[config.mk]
export PLATFORM = sky130hd
export DESIGN_NAME = multi_tick_timer
export DESIGN_NICKNAME = d
export VERILOG_FILES = /design/src/rtl/timer_pkg.sv /design/src/rtl/timer_channel.sv /design/src/rtl/multi_tick_timer.sv
export SDC_FILE = /design/constraint.sdc
export NUM_CORES = 1
export LEC_CHECK = 0
export CAP_MARGIN = 20
export CORE_UTILIZATION = 46
export DETAILED_ROUTE_END_ITERATION = 8
export SLEW_MARGIN = 40
export SYNTH_ARGS = -nofsm -noshare
export SYNTH_HDL_FRONTEND = slang
export SYNTH_HIERARCHICAL = 1
export SYNTH_SLANG_ARGS = --single-unit
[constraint.sdc]
create_clock -name clk -period 6.15 [get_ports clk]
set_input_delay 1.23 -clock clk [delete_from_list [all_inputs] [get_ports clk]]
set_output_delay 1.23 -clock clk [all_outputs]
set_load 0.05 [all_outputs]
[src/rtl/timer_pkg.sv]
// rtl/timer_pkg.sv - channel state type and select-width rule for multi_tick_timer
package timer_pkg;

   typedef enum logic {
      CH_IDLE = 1'b0,
      CH_RUN  = 1'b1
   } ch_state_t;

   localparam int MIN_SEL_W = 1;

   // A single channel still gets a one-bit cfg_ch port.
   function automatic int sel_width(input int n);
      return (n > 1) ? $clog2(n) : MIN_SEL_W;
   endfunction

endpackage

[src/rtl/timer_channel.sv]
// rtl/timer_channel.sv - one tick channel: shadow/active period, counter, pulse and done flags
// AUTO_START_EN: channel leaves reset running periodically at DEFAULT_PERIOD.
module timer_channel
   import timer_pkg::*;
#(
   parameter int     CNT_W          = 32,
   parameter longint DEFAULT_PERIOD = 100_000_000
) (
   input  logic             clk,
   input  logic             rst,
   input  logic             tick,
   input  logic             cfg_we,
   input  logic [CNT_W-1:0] cfg_period,
   input  logic             cfg_oneshot,
   input  logic             start,
   input  logic             stop,
   output logic             pulse,
   output logic             busy,
   output logic             done
);

   localparam logic [CNT_W-1:0] DEF_P = CNT_W'(DEFAULT_PERIOD);
`ifdef AUTO_START_EN
   localparam ch_state_t RST_STATE = CH_RUN;
`else
   localparam ch_state_t RST_STATE = CH_IDLE;
`endif

   ch_state_t        state_q, state_d;
   logic [CNT_W-1:0] cnt_q, cnt_d;
   logic [CNT_W-1:0] act_period_q, act_period_d;
   logic             act_oneshot_q, act_oneshot_d;
   logic [CNT_W-1:0] shadow_period_q;
   logic             shadow_oneshot_q;
   logic             pulse_q, pulse_d;
   logic             done_q, done_d;
   logic             last;

   assign last = (cnt_q == act_period_q - CNT_W'(1));

   always_ff @(posedge clk) begin
      if (rst) begin
         state_q          <= RST_STATE;
         cnt_q            <= '0;
         act_period_q     <= DEF_P;
         act_oneshot_q    <= 1'b0;
         shadow_period_q  <= DEF_P;
         shadow_oneshot_q <= 1'b0;
         pulse_q          <= 1'b0;
         done_q           <= 1'b0;
      end else begin
         state_q       <= state_d;
         cnt_q         <= cnt_d;
         act_period_q  <= act_period_d;
         act_oneshot_q <= act_oneshot_d;
         pulse_q       <= pulse_d;
         done_q        <= done_d;
         if (cfg_we) begin
            shadow_period_q  <= cfg_period;
            shadow_oneshot_q <= cfg_oneshot;
         end
      end
   end

   // Stop beats start beats expiry; a start against a zero shadow falls through.
   always_comb begin
      state_d       = state_q;
      cnt_d         = cnt_q;
      act_period_d  = act_period_q;
      act_oneshot_d = act_oneshot_q;
      pulse_d       = 1'b0;
      done_d        = done_q;
      if (stop) begin
         state_d = CH_IDLE;
         cnt_d   = '0;
         done_d  = 1'b0;
      end else if (start && (shadow_period_q != '0)) begin
         state_d       = CH_RUN;
         cnt_d         = '0;
         act_period_d  = shadow_period_q;
         act_oneshot_d = shadow_oneshot_q;
         done_d        = 1'b0;
      end else if ((state_q == CH_RUN) && tick) begin
         if (last) begin
            pulse_d = 1'b1;
            cnt_d   = '0;
            if (act_oneshot_q) begin
               state_d = CH_IDLE;
               done_d  = 1'b1;
            end else begin
               act_period_d  = shadow_period_q;
               act_oneshot_d = shadow_oneshot_q;
               if (shadow_period_q == '0)
                  state_d = CH_IDLE;
            end
         end else begin
            cnt_d = cnt_q + CNT_W'(1);
         end
      end
   end

   assign pulse = pulse_q;
   assign busy  = (state_q == CH_RUN);
   assign done  = done_q;

endmodule

[src/rtl/multi_tick_timer.sv]
// rtl/multi_tick_timer.sv - NUM_CH tick channels sharing one prescaler
// AUTO_START_EN: every channel free-runs at DEFAULT_PERIOD straight out of reset.
module multi_tick_timer
   import timer_pkg::*;
#(
   parameter int     NUM_CH         = 4,
   parameter int     CNT_W          = 32,
   parameter int     PRESCALE       = 1,
   parameter longint DEFAULT_PERIOD = 100_000_000,
   localparam int    CH_W           = sel_width(NUM_CH)
) (
   input  logic              clk,
   input  logic              rst,
   input  logic              cfg_we,
   input  logic [CH_W-1:0]   cfg_ch,
   input  logic [CNT_W-1:0]  cfg_period,
   input  logic              cfg_oneshot,
   input  logic [NUM_CH-1:0] start,
   input  logic [NUM_CH-1:0] stop,
   output logic [NUM_CH-1:0] pulse,
   output logic [NUM_CH-1:0] busy,
   output logic [NUM_CH-1:0] done
);

   localparam int             PS_W    = (PRESCALE > 1) ? $clog2(PRESCALE) : 1;
   localparam logic [PS_W-1:0] PS_LAST = PS_W'(PRESCALE - 1);

   logic [PS_W-1:0]   ps_q;
   logic              tick;
   logic [NUM_CH-1:0] ch_we;

   // With PRESCALE=1 the count sits at zero and tick stays high.
   assign tick = (ps_q == PS_LAST);

   always_ff @(posedge clk) begin
      if (rst || tick)
         ps_q <= '0;
      else
         ps_q <= ps_q + PS_W'(1);
   end

   // Out-of-range channel numbers match no channel and are dropped.
   always_comb begin
      ch_we = '0;
      for (int i = 0; i < NUM_CH; i++)
         ch_we[i] = cfg_we && (int'(cfg_ch) == i);
   end

   for (genvar i = 0; i < NUM_CH; i++) begin : g_ch
      timer_channel #(
         .CNT_W          (CNT_W),
         .DEFAULT_PERIOD (DEFAULT_PERIOD)
      ) u_ch (
         .clk         (clk),
         .rst         (rst),
         .tick        (tick),
         .cfg_we      (ch_we[i]),
         .cfg_period  (cfg_period),
         .cfg_oneshot (cfg_oneshot),
         .start       (start[i]),
         .stop        (stop[i]),
         .pulse       (pulse[i]),
         .busy        (busy[i]),
         .done        (done[i])
      );
   end

endmodule

==> metrics.cfg <==
[worst_setup_path]
cp_slowest_stage_delay_ps = 710
crit_family = simple AND/OR/NAND/NOR gates
endpoint_kind = flop
crit_slowest_cell = or4_1
path_cells = or4_1 -> nor4_1 -> mux2i_1 -> a211oi_1 -> nor3_1 -> nand4_2 -> nor4_4 -> buf_4 -> and2_1
cp_max_fo = 30
regToRegSetupSlack_ps = 1930
cp.required_ps = 6710
worstSetupPathType = reg -> reg
arrival_ps = 4780
start_kind = flop
cp_num_buf_inv = 1

[cts]
cts_tree = yes
cts.sinks = 405
cts_hold_buffers = 0
cts_resized = 0
cts_buffer_depth = 3
root_buffer = clkbuf_16
cts.htree.levels = 2
path_clk_slew_ps = 60
cts_setup_buffers = 0
clock_latency_ps = 620
cts_buffers = 48

[synth]
synthMuxAreaShare_pct = 3.43
synth_top_family_by_area = simple AND/OR/NAND/NOR gates
async_reset_ff_share_pct = 0
synth_compound_area_share_pct = 14.4
ys.flop_type = dfxtp_1
synth_nets = 3153
synth_cell_types = 71
synth.largest_area_cell = dfxtp_1
synth_simple_gate_area_share_pct = 35.5
synthCells = 3099
avgSynthCellArea_um2 = 8.29
ys_seq_area_share_pct = 31.5
synth_area_leaders = dfxtp_1 (32%), xnor2_1 (5.3%), nor3_2 (4.7%)
synthAdderAreaFrac_pct = 0.389
synth-xor-area-share_pct = 9.27
synth_edf_count = 0
syn-cell-area_um2 = 25700
synth-seq-cells = 405
synth_top_area_share_pct = 31.5
synth_warnings = 6

[run_status]
status = completed

[cells_and_area]
num_antenna_cells = 0
nNetsFinal = 3024
final_cells = 3758
fillers = 5222
final_cell_mix = dfxtp_1 (405), nor2_1 (268), nand2_1 (199), nor3_1 (156), xnor2_1 (156)
final_layout_size_suffix_gt1_share_pct = 11.6
syn2layout_area_growth_pct = 8.52
mostFrequentLayoutCell = dfxtp_1
post-route-util_pct = 50.5

[global_route]
antenna_found_initial = 0
overflow = 0
grt.total_usage_pct = 27.0
grt_max_degree = 114
grt_pass1_vias = 21400
grt_pass1_wl_um = 123000

[power_and_ir_drop]
p_leak_uw = 0.00807
powerDensity_nw_per_um2 = 221
vdd_ir_drop_max_mv = 0.192
power_uw = 6170

[place]
dpl_worst_slack_ps = 1860
post-place-cells = 3667
hpwlAfterDp_um = 55700
port_buffers = 57
gp_congestion = 0.945

[sta]
grt_setup_unrepaired = no
slew_headroom_pct = 46.0
finClkSkew_ps = 26.0
min_period_over_period_pct = 68.7
tightest_slew_ps = 803
setup_viol = 0
maxSlewViolCount = 0
hold_violations = 0
period_minus_slack_ps = 4220
setup_tns_ps = 0
setup_slack_ps = 1930
max_clock_freq_mhz = 237

[hold_path]
min_path_type = reg -> reg

[routing]
drt-total-wl_um = 77900
viasPerCell = 6.12
route.detailed.drc = 0
dr.first_iter.drc_count = 2143
dr.pass1.iters = 5
wire_per_inst_um = 20.7
ant_nets = 0
dr_total_vias = 23000

[die]
num_io_pins = 58
fp.dieW_um = 238
num_rows = 86
die_h_um = 238
coreArea_um2 = 55200
initial_utilization_pct = 46.6
die-area_um2 = 56800

[flow_run]
drv_cap = 0

-- power breakdown --
group	internal (µW)	switching, µW
logic	160	298
clock network	1760	1200
registers	2680	70.8
-- metrics by stage --
stage	cell area (µm²)	hold slack (ps)
2_1_floorplan	25700	460
3_3_place_gp	26200	463
3_5_place_dp	26200	466
4_1_cts	27900	489
5_1_grt	27900	514
6_report	27900	489
-- worst register-to-register path: cells and delay by family, from the launching register on --
family / cells / cell delay [ps]
buffers and inverters: 1 / 530
DFF: 1 / 400
AOI/OAI and AO/OA: 1 / 100
muxes: 1 / 260
and+or+nand+nor: 6 / 2890
-- cells by family after synthesis --
group / Yosys count
buffers and inverters: 313
adder cells (fa/ha/maj): 8
flip-flops: 405
AO/OA/AOI/OAI: 484
XOR/XNOR: 272
AND/OR/NAND/NOR: 1528
multiplexers: 88
other: 1
-- routing by layer --
metal / GRT usage (%) / share of wire, %
met1: 38.2 / 47
met4: 9.27 / 3.4
met3: 3.57 / 4.7
met5: 0 / 0
met2: 42.1 / 45
-- cell usage after synthesis, drive strengths merged (20+ instances only) --
library cell,count
dfxtp,405
nor3,276
nor2,268
nand2,204
clkbuf,180
xnor2,156
nand3,152
xor2,116
a21oi,112
nor4,100
nor3b,93
mux2i,88
buf,84
nand2b,84
o311ai,80
nand4,72
or3,68
a211oi,60
a211o,52
inv,49
nor2b,48
o32ai,48
or4,48
and3,33
o21ai,24
o211ai,20
-- cell type report --
cell class,count,area [µm²],share of cell area [%]
multi-input cells,2381,16200,58.2
repair buffers,85,796,2.85
inverters,49,184,0.659
clock inverters,18,203,0.727
well taps,748,936,3.36
clock buffers,72,1420,5.10
flip-flops and latches,405,8110,29.1
-- final timing paths --
path | from | end | depth (start not counted)
setup / recovery | g_ch[0].u_ch/act_period_q[2] | g_ch[0].u_ch/pulse | 9
hold / removal | g_ch[1].u_ch/done | g_ch[1].u_ch/done | 1
setup reg to reg | g_ch[0].u_ch/act_period_q[2] | g_ch[0].u_ch/pulse | 9
hold reg to reg | g_ch[1].u_ch/done | g_ch[1].u_ch/done | 1
-- state kept, by name, summed over array words and instances, names as in the netlist --
register,flops
g_ch.u_ch/shadow_period_q,128
g_ch.u_ch/act_period_q,128
ps_q,1
g_ch.u_ch/shadow_oneshot_q,4
g_ch.u_ch/done,4
g_ch.u_ch/pulse,4
g_ch.u_ch/cnt_q,128
g_ch.u_ch/act_oneshot_q,4
g_ch.u_ch/busy,4
(Power assumes the default switching activity.)
